<file path="config.mk">
export PLATFORM = sky130hd
export DESIGN_NAME = avs_hram_pattern_tester
export DESIGN_NICKNAME = d
export VERILOG_FILES = /design/src/rtl/avs_hram_pattern_tester.sv
export SDC_FILE = /design/constraint.sdc
export NUM_CORES = 1
export LEC_CHECK = 0
export CAP_MARGIN = 20
export CELL_PAD_IN_SITES_DETAIL_PLACEMENT = 0
export CELL_PAD_IN_SITES_GLOBAL_PLACEMENT = 1
export CORE_MARGIN = 2
export CORE_UTILIZATION = 44
export DETAILED_ROUTE_END_ITERATION = 12
export PLACE_DENSITY = 0.94
export SLEW_MARGIN = 0
export SYNTH_ARGS = -nofsm -noshare
export SYNTH_HDL_FRONTEND = slang
export SYNTH_SLANG_ARGS = --single-unit
</file>
<file path="constraint.sdc">
create_clock -name clk -period 6.6 [get_ports clk]
set_clock_uncertainty 0.15 [all_clocks]
set_input_delay 1.32 -clock clk [delete_from_list [all_inputs] [get_ports clk]]
set_output_delay 1.32 -clock clk [all_outputs]
set_load 0.005 [all_outputs]
</file>
<file path="src/rtl/avs_hram_pattern_tester.sv">
// avs_hram_pattern_tester: Avalon-MM pattern write/readback tester for a HyperRAM window
module avs_hram_pattern_tester #(
  parameter int ADDR_W    = 22,
  parameter int BASE_ADDR = 0,
  parameter int NUM_WORDS = 256
) (
  input  logic              clk,
  input  logic              reset_n,
  input  logic [3:0]        switches,
  output logic [3:0]        leds,
  output logic [ADDR_W-1:0] avm_address,
  output logic              avm_read,
  output logic              avm_write,
  output logic [15:0]       avm_writedata,
  output logic [1:0]        avm_byteenable,
  input  logic              avm_waitrequest,
  input  logic [15:0]       avm_readdata,
  input  logic              avm_readdatavalid,
  output logic [7:0]        err_count,
  output logic [ADDR_W-1:0] first_err_addr
);
  typedef enum logic [2:0] {IDLE, WR, RD, RWAIT, DONE} state_t;
  localparam logic [ADDR_W-1:0] BASE = ADDR_W'(BASE_ADDR);
  localparam logic [ADDR_W-1:0] LAST = ADDR_W'(NUM_WORDS - 1);
  function automatic logic [15:0] pattern(input logic [1:0] s, input logic [ADDR_W-1:0] i);
    logic [ADDR_W-1:0] a;
    a = BASE + i;
    return s == 2'b00 ? 16'(a) : s == 2'b01 ? ~16'(a) :
           s == 2'b10 ? (i[0] ? 16'h5555 : 16'hAAAA) : 16'h0001 << i[3:0];
  endfunction
  state_t            state;
  logic [2:0]        sw_s1, sw_s2;
  logic              start_q, start, last, mismatch, unused_sw;
  logic [1:0]        sel;
  logic [ADDR_W-1:0] index, index_inc;
  logic [7:0]        err_next;
  assign unused_sw      = switches[3];
  assign avm_byteenable = 2'b11;
  assign start          = sw_s2[0] & ~start_q;
  assign last           = index == LAST;
  assign index_inc      = index + 1'b1;
  assign mismatch       = avm_readdata != pattern(sel, index);
  assign err_next       = mismatch && err_count != 8'hFF ? err_count + 8'd1 : err_count;
  always_ff @(posedge clk or negedge reset_n)
    if (!reset_n) begin
      sw_s1   <= '0;
      sw_s2   <= '0;
      start_q <= 1'b0;
    end else begin
      sw_s1   <= switches[2:0];
      sw_s2   <= sw_s1;
      start_q <= sw_s2[0];
    end
  // Bus outputs and LEDs are registered: each transition loads the values for the next state.
  always_ff @(posedge clk or negedge reset_n)
    if (!reset_n) begin
      state          <= IDLE;
      index          <= '0;
      sel            <= '0;
      leds           <= '0;
      avm_address    <= '0;
      avm_read       <= 1'b0;
      avm_write      <= 1'b0;
      avm_writedata  <= '0;
      err_count      <= '0;
      first_err_addr <= '0;
    end else begin
      case (state)
        IDLE, DONE:
          if (start) begin
            state          <= WR;
            index          <= '0;
            err_count      <= '0;
            first_err_addr <= '0;
            sel            <= sw_s2[2:1];
            avm_write      <= 1'b1;
            avm_address    <= BASE;
            avm_writedata  <= pattern(sw_s2[2:1], '0);
            leds           <= 4'b0001;
          end
        WR:
          if (!avm_waitrequest) begin
            if (last) begin
              index     <= '0;
              avm_write <= 1'b0;
              state     <= RD;
              leds      <= 4'b1001;
            end else begin
              index         <= index_inc;
              avm_address   <= BASE + index_inc;
              avm_writedata <= pattern(sel, index_inc);
            end
          end
        // RD idles one cycle with read low, so no request follows a read-data return directly.
        RD:
          if (!avm_read) begin
            avm_read    <= 1'b1;
            avm_address <= BASE + index;
          end else if (!avm_waitrequest) begin
            avm_read <= 1'b0;
            state    <= RWAIT;
          end
        RWAIT:
          if (avm_readdatavalid) begin
            err_count <= err_next;
            if (mismatch && err_count == 8'd0) first_err_addr <= BASE + index;
            if (last) begin
              state <= DONE;
              leds  <= {1'b0, err_next != 8'd0, err_next == 8'd0, 1'b0};
            end else begin
              index <= index_inc;
              state <= RD;
            end
          end
        default: state <= IDLE;
      endcase
    end
endmodule

</file>
Yosys cells after proc, flatten, opt, wreduce, memory -nomap -nowiden
Cells that the tools add are included.
{ "op_classes": {"add_sub_neg": 2, "n_mul": 0, "n_div": 0, "order_cmp": 0, "eq_ne": 22, "shift": 2, "n_mux": 51, "n_bitwise": 4, "reduce_logical": 22} }
{ "op_table": {"columns": ["op", "n"], "rows": [
  ["two-way mux 16 bit", 14],
  ["two-way mux 22 bit", 9],
  ["case mux 22 bit (3 select lines)", 2],
  ["case mux 22 bit (2 select lines)", 1],
  ["inverter 16 bit", 2],
  ["case mux 16 bit (2 select lines)", 1],
  ["left shift 1 x 4 -> 16 bit, first input constant", 2],
  ["two-way mux 8 bit", 3],
  ["adder 22 x 1 -> 22 bit, second input constant", 1],
  ["== test 22 x 8 -> 1 bit, second input constant", 1],
  ["!= test 2 bit, second input constant", 11],
  ["two-way mux 3 bit", 7],
  ["two-way mux 4 bit", 5],
  ["zero test 8 bit", 2],
  ["!= test 16 bit", 1],
  ["case mux 8 bit (2 select lines)", 1],
  ["case mux 3 bit (4 select lines)", 1],
  ["case mux 4 bit (3 select lines)", 1],
  ["AND reduction 4 bit", 3],
  ["AND reduction 6 bit", 2],
  ["AND reduction 5 bit", 2],
  ["adder 8 x 1 -> 8 bit, second input constant", 1],
  ["!= test 8 bit, second input constant", 1],
  ["nonzero test 8 bit", 1],
  ["other kinds (17)", 28]
]} }
{ "totals": {"regBits": 108, "latch_bits": 0, "ram_bits": 0, "romBits": 0, "out_inout_bits": 76, "elab_cells": 116, "mem_count": 0} }

Logic depth before layout (Yosys ltp)
Gate-level depths: netlist (run 1).
{ "depth": {"ltp_word": 11, "mapped_depth": 15} }

Worst setup path after synthesis (run 1)
No wires, ideal clock.
{ "synth_timing": {"path_kind": "input -> register", "start": "input avm_readdata[0]", "end": "register first_err_addr[10]", "t_arrival_ns": 3.260, "t_required_ns": 6.371, "setup_slack_ns": 3.111, "stages": 11, "n_path_buf": 2, "cell_sequence": "a2bb2oi_1 -> o32a_1 -> o211ai_1 -> a2111oi_0 -> and4_1 -> buf_2 -> a21oi_1 -> a31o_2 -> o21ai_2 -> buf_6 -> mux2i_1"} }
{ "synth_via": {"elab_chain_len": 4} }
{ "synth_lines": {"columns": ["element", "line_no", "text"], "rows": [
  ["start: declaration", "17", "input logic [15:0] avm_readdata,"],
  ["!= test 16 bit", "42", "assign mismatch = avm_readdata != pattern(sel, index);"],
  ["logical AND 1 bit", "106", "if (mismatch && err_count == 8'd0) first_err_addr <= BASE + index;"],
  ["!= test 2 bit (no source line)", null, null],
  ["AND reduction 4 bit (no source line)", null, null],
  ["end signal: assignment", "106", null],
  ["end: declaration", "20", "output logic [ADDR_W-1:0] first_err_addr"]
]} }
No other way between the ends.
A chain may end at the register's enable or synchronous reset.

Final worst setup path (run 1)
{ "layout_timing": {"start": "register index[0]", "end": "register index[21]"} }
{ "layout_via": {"elab_chain_len": 4} }
{ "layout_lines": {"columns": ["element", "line_no", "text"], "rows": [
  ["start: declaration", "35", "logic [ADDR_W-1:0] index, index_inc;"],
  ["start signal: assignment", "89", "index <= index_inc;"],
  ["start signal: assignment", "111", "index <= index_inc;"],
  ["adder 22 x 1 -> 22 bit or == test 22 x 8 -> 1 bit (tied branches)", "41, 40", null],
  ["two-way mux 22 bit, on equally long branches", "107, 83", null],
  ["two-way mux 22 bit, on equally long branches", "104, 82", null],
  ["case mux 22 bit (3 select lines)", "68", "case (state)"]
]} }
Several ways; a longest one is shown, not always the timed one. The select of a mux whose other input is x is not followed.

==> results of run 1 <==
## flip-flops by register name, summed over array words and instances, names as in the netlist
register / count
leds: 4
avm_address: 22
sw_s2: 3
state: 3
first_err_addr: 22
index: 22
start_q: 1
avm_read: 1
sel: 2
err_count: 8
avm_writedata: 16
sw_s1: 3
avm_write: 1
## worst min-delay path by stage
stage / from / to / cells after the start
final: sw_s1[1] / sw_s2[1] / 0
after global routing: sw_s1[0] / sw_s2[0] / 0
after CTS: sw_s1[1] / sw_s2[1] / 0
after detailed placement: sw_s1[1] / sw_s2[1] / 0
after global placement: sw_s1[0] / sw_s2[0] / 0
after floorplan: sw_s1[0] / sw_s2[0] / 0
## per-layer routing
layer	routed length [um]	global-route usage, %
met1	8279	32.32
met2	8720	36.01
met3	1208	5.301
met4	379	6.981
met5	0	0
## where the power goes
part	internal [uW]	leakage, uW	switching, uW
clock	301	0.000150	271
combinational	736	0.00190	796
sequential	858	0.00140	186
total	1900	0.00345	1250
## cells in the mapped netlist, drive strengths merged, types with 3 or more instances
library cell	instances
a2111oi	3
a211oi	9
a21o	4
a21oi	65
a22o	5
a22oi	8
a2bb2oi	3
a31o	4
a31oi	7
and2	4
and3	20
and4	3
buf	24
clkbuf	47
dfrtp	108
ha	11
inv	38
mux2i	24
nand2	83
nand2b	13
nand3	20
nand4	5
nand4b	3
nor2	75
nor2b	5
nor3	22
nor4	7
o211a	3
o21ai	77
o22ai	15
o31ai	16
o32ai	3
or2	4
or3	5
xnor2	24
xor2	16
## metrics by stage
stage               hold slack, ns  instances  utilization [%]
finish                      0.2086       1053            53.17
global route                0.2205       1053            53.17
CTS                         0.2104       1051            52.95
detailed placement          0.1871       1035            50.92
global placement            0.1834       1035            50.92
floorplan                   0.1812        814                -
## logic make-up (layout without fill, tap and decap cells)
kind of cell,Yosys count,after routing,share of synthesized area (%)
DFF,108,108,39.82
adders and majority gates,11,11,2.028
and+or+nand+nor,277,277,19.89
AOI/OAI and AO/OA,241,241,22.03
muxes,26,26,3.871
other,1,2,0.05525
buffers and inverters,109,160,7.041
xor gates and xnor gates,40,40,5.272
## final cells by class
cell class,count,area (um^2),share of cell area (%)
Clock buffer,9,225.2,2.797
Multi-Input combinational cell,597,3613,44.87
Tap cell,188,235.2,2.921
Sequential cell,108,2703,33.56
Timing Repair Buffer,106,1051,13.05
Clock inverter,7,82.58,1.025
Inverter,38,142.6,1.771
==> results.md, run 1 <==
* Port Buf Inserts at 96
* R2r startpoint: index[0]
* Fmax at 231.6 MHz
* Drt wl/cell at 17.65 um
* Outcome: complete, no violations
* Postcts setup bufs at 0
* Num CTS Buffers at 9
* CTS tree: built
* Critical Path, Cell by Cell: ha_1, nand3_1, nor2_1, nand3_1, nor3_1, nand2_1, nand2b_1, o21ai_0, o31ai_1
* Grt ovf at 0
* Critical path buffer and inverter count at 0
* Most frequent cells in the layout: dfrtp_1 (108), clkdlybuf4s50_1 (95), nand2_1 (83), nor2_1 (74), o21ai_0 (72)
* # IOs at 100
* Min cycle time layout at 4.317 ns
* Largest net degree at the start of global routing at 61
* Final setup viols at 0
* Fin crit share at 65.41%
* CP Depth at 9
* Final Slew Violations at 0
* Final hold viol count at 0
* Arrival @ worst endpoint at 4.43 ns
* Mapped Area at 0.006788 mm^2
* Main synth FF type: dfrtp_1
* Deepest clock path buffer count at 2
* 1st-iter DRT viols at 675
* Async set-reset flop share out of synthesis at 100.0%
* Die W at 128.2 um
* Yosys reg bits at 108
* Vias in the first global route at 5689
* DIE AREA at 0.01644 mm^2
* Clock sinks at 108
* Slew @ Worst Pin at 0.9595 ns
* CP endpoint: index[21]
* P&R area growth vs syn at 18.64%
* Slowest stage cell on the critical path: dfrtp_1
* Clock tree root driver cell: clkbuf_16
* Critical path's most frequent cell: nand3_1
* PnR worst setup slack at 2.283 ns
* Crit Path Class: register to register
* Clk slew on worst S/H paths at 0.08 ns
* Hold buffers post-CTS at 0
* Critical path's top delay family: simple AND/OR/NAND/NOR gates
* Area contributors post-synth: dfrtp_1 (40%), o21ai_0 (5.3%), a21oi_1 (4.8%)
* RD Place Congestion at 0.8916
* Lkg Pwr at 0.003448 uW
* Iteration count of the initial detailed-routing pass at 6
* Crit path required time at 6.72 ns
* Max stage delay on crit path at 0.90 ns
* Most area-hungry cell type in the Yosys netlist: dfrtp_1
* Reg2reg path depth at 9
* FP Rows at 45
* Die Y at 128.2 um
* Yosys cell types at 68
* Final wirelength at 18.59 mm
* Drt drc at 0
* Antenna violations before repair at 0
* Share of cells above drive strength 1 at 5.318%
* Slew margin rel. at 35.57%
* Avg Cell Area, Syn at 8.349 um^2
* Wire length of the first global-routing pass at 29.91 mm
* Reg2reg setup slack at 2.28 ns
* GRT Resource Usage Total at 23.16%
* Vias per inst at 5.848
* Critical path origin: index[0]
* Mapped Cells at 813
* Post-synthesis sequential area ratio at 39.82%
* Worst min path class: register to register
* Max Cap Viol at 0
* RSZ-0062 raised after global routing: no
* Post-cts repair resize count at 0
* Worst-Skew Late Latency at 0.37 ns
* Worst-path fanout max at 22
* Most common cell after layout, fill and taps aside: dfrtp_1
* Number of synthesized flops with an enable pin at 0
* VDD IR max at 0.2143 mV
* H-tree levels at 3
* Core Box Area at 0.01515 mm^2
* YS warnings at 0
* Fin Setup TNS at 0 ns
* Total chip power at 3148 uW
* Starting Density at 44.82%
* Routed via count at 6158
* Ant. Diodes at 0
* Final non-filler cell area at 0.008053 mm^2
* Pre-CTS setup slack at 2.004 ns
* RR Endpoint: index[21]
* Layout Nets at 895
* Filler Cell Count at 1432
* Startpoint Class: register
* Post-route ant nets at 0
* Post-DP HPWL at 13.01 mm
* Yosys top cell area share at 39.82%
* Post-DP Area at 0.007712 mm^2
* Crit. End Element: register
* Power Dens Cells at 390.9 mW/mm^2
(Power assumes the default switching activity.)
==> run 2, diff against run 1 <==
--- a/config.mk
+++ b/config.mk
@@ -9,9 +9,9 @@
 export CELL_PAD_IN_SITES_DETAIL_PLACEMENT = 0
 export CELL_PAD_IN_SITES_GLOBAL_PLACEMENT = 1
 export CORE_MARGIN = 2
-export CORE_UTILIZATION = 44
+export CORE_UTILIZATION = 37
 export DETAILED_ROUTE_END_ITERATION = 12
-export PLACE_DENSITY = 0.94
+export PLACE_DENSITY = 0.85
 export SLEW_MARGIN = 0
 export SYNTH_ARGS = -nofsm -noshare
 export SYNTH_HDL_FRONTEND = slang
==> constraint.sdc (replaced) <==
create_clock -name clk -period 3.9 [get_ports clk]
set_clock_uncertainty 0.15 [all_clocks]
set_input_delay 0.78 -clock clk [delete_from_list [all_inputs] [get_ports clk]]
set_output_delay 0.78 -clock clk [all_outputs]
set_load 0.005 [all_outputs]
==> run 2 against run 1 <==
  * Via count up 0.11%
  * Clock power rose by 52%
  * Maximum frequency rose by 20%
  * Critical endpoint is now leds[1]
  * Register-to-register slack worse by 2.0 ns
  * Critical path type unchanged
==> results.md, run 2 (synthesis results as in run 1) <==
* Outcome: complete, no violations
* Clock tree root driver cell: clkbuf_16
* Sequential power share at 32.7% (-0.5 points)
* Crit. End Element: register
* Post-cts repair resize count at 0 (unchanged)
* Post-route ant nets at 0 (unchanged)
* Clock sinks at 108 (unchanged)
* DIE AREA at 0.01944 mm^2 (+18%)
* Wire length of the first global-routing pass at 32.32 mm (+8.1%)
* Slew @ Worst Pin at 0.9023 ns (-0.05720 ns)
* Layout Nets at 919 (+2.7%)
* Routed via count at 6165 (+0.11%)
* P_int at 3221 uW (+70%)
* Postcts setup bufs at 0 (unchanged)
* Most frequent cells in the layout: dfrtp_1 (108), clkdlybuf4s50_1 (95), nand2_1 (83), nor2_1 (74), o21ai_0 (72)
* Port Buf Inserts at 96 (unchanged)
* Iteration count of the initial detailed-routing pass at 5 (-1)
* Hold buffers post-CTS at 0 (unchanged)
* Share of cells above drive strength 1 at 7.987% (+2.7 points)
* Most common cell after layout, fill and taps aside: dfrtp_1
* Slew margin rel. at 39.41% (+3.8 points)
* Startpoint Class: register
* Grt ovf at 0 (unchanged)
* Post-DP Area at 0.007989 mm^2 (+3.6%)
* Die W at 139.4 um (+8.8%)
* Vias per inst at 5.514 (-5.7%)
* Drt drc at 0 (unchanged)
* Crit Path Class: register to register
* Drt wl/cell at 17.83 um (+1.0%)
* RD Place Congestion at 0.8784 (-1.5%)
* Ant. Diodes at 0 (unchanged)
* Deepest clock path buffer count at 2 (unchanged)
* Final wirelength at 19.93 mm (+7.2%)
* Max Cap Viol at 0 (unchanged)
* Post-DP HPWL at 14.15 mm (+8.7%)
* Crit path required time at 4.00 ns (-2.72 ns)
* Clk slew on worst S/H paths at 0.08 ns (about the same)
* Fin Setup TNS at 0 ns (unchanged)
* Fin crit share at 92.51% (+27 points)
* Die Y at 139.4 um (+8.8%)
* # IOs at 100 (unchanged)
* CTS tree: built
* Sw Ratio at 40.14% (+0.36 points)
* Final Slew Violations at 0 (unchanged)
* Arrival @ worst endpoint at 3.71 ns (-0.72 ns)
* Largest net degree at the start of global routing at 61 (unchanged)
* GRT Resource Usage Total at 20.62% (-2.5 points)
* RSZ-0062 raised after global routing: no
* Num CTS Buffers at 9 (unchanged)
* Sw Pwr at 2160 uW (+72%)
* VDD IR max at 0.3271 mV (+53%)
* Fmax at 277.2 MHz (+20%)
* Vias in the first global route at 5902 (+3.7%)
* Starting Density at 37.79% (-7.0 points)
* H-tree levels at 3 (unchanged)
* P&R area growth vs syn at 22.16%
* Clock power share at 16.1% (-2.1 points)
* Lkg Pwr at 0.003558 uW (+3.2%)
* Worst-path fanout max at 10 (-55%)
* Antenna violations before repair at 0 (unchanged)
* Worst-Skew Late Latency at 0.36 ns (about the same)
* Final setup viols at 0 (unchanged)
* Power Dens Cells at 649.0 mW/mm^2 (+66%)
* Final non-filler cell area at 0.008292 mm^2 (+3.0%)
* FP Rows at 49 (+8.9%)
* Core Box Area at 0.01796 mm^2 (+19%)
* 1st-iter DRT viols at 485 (-28%)
* Final hold viol count at 0 (unchanged)
* Power share of the combinational group at 51.1% (+2.4 points)
* Min cycle time layout at 3.608 ns (-0.7093 ns)
* Worst min path class: register to register
* Filler Cell Count at 1770 (+24%)
* Top Registers: avm_address (22), first_err_addr (22), index (22)
run 2: critical path, cell delays in order (launching register included):
cell      delay (ns)
dfrtp_1         0.53
inv_1           0.21
ha_1            0.37
nand2_1         0.12
o311a_1         0.33
o21ai_0         0.18
nand4b_1        0.21
or4_4           0.56
o211a_1         0.23
nor3_1          0.27
nor4_2          0.10
a31o_1          0.23
run 2: layer usage:
metal  part of all wire [%]  up-vias  global-route usage [%]
met5                      0        -                       0
met4                    1.6        0                   6.486
met3                    5.2       19                   2.856
met2                     46      187                   32.35
met1                     47     2963                   29.54
li1                       -     2996                       -
run 2: stage by stage:
stage	hold WS, ns	worst slack (ns)	util (%)	total power, uW	std cells
floorplan	0.1812	0.6690	-	3361	814
global placement	0.1853	0.1163	44.47	4492	1101
detailed placement	0.1879	0.07953	44.47	4521	1101
CTS	0.2092	0.2114	45.96	5414	1117
global route	0.2183	0.04662	46.16	5769	1118
finish	0.2049	0.2922	46.16	5381	1118
run 2: path summary, 6_finish.rpt:
path | cells past startpoint | start | slack (ns) | endpoint
setup / recovery | 11 | index[0] | 0.29 | leds[1]
max in group asynchronous | 2 | reset_n | 2.49 | avm_address[5]
hold / removal | 0 | sw_s1[0] | 0.20 | sw_s2[0]
hold reg to reg | 0 | sw_s1[0] | 0.20 | sw_s2[0]
setup reg to reg | 11 | index[0] | 0.29 | leds[1]
min in group asynchronous | 1 | reset_n | 0.36 | first_err_addr[6]
run 2: power by group through the flow:
stage	sequential, uW	combinational (uW)	clock (uW)
detailed placement	1780	2740	0
CTS	1770	2760	890
finish	1760	2750	868
global placement	1780	2710	0
floorplan	1690	1670	0
global route	1820	3030	926
run 2: area by class of cell:
cell class | instances | area [um^2] | area share (%)
clock inverters | 6 | 38.79 | 0.4678
repair buffers | 130 | 1271 | 15.33
flip-flops and latches | 108 | 2703 | 32.59
inverters | 38 | 142.6 | 1.720
multi-input cells | 597 | 3621 | 43.67
clock buffers | 10 | 229.0 | 2.761
well taps | 229 | 286.5 | 3.456
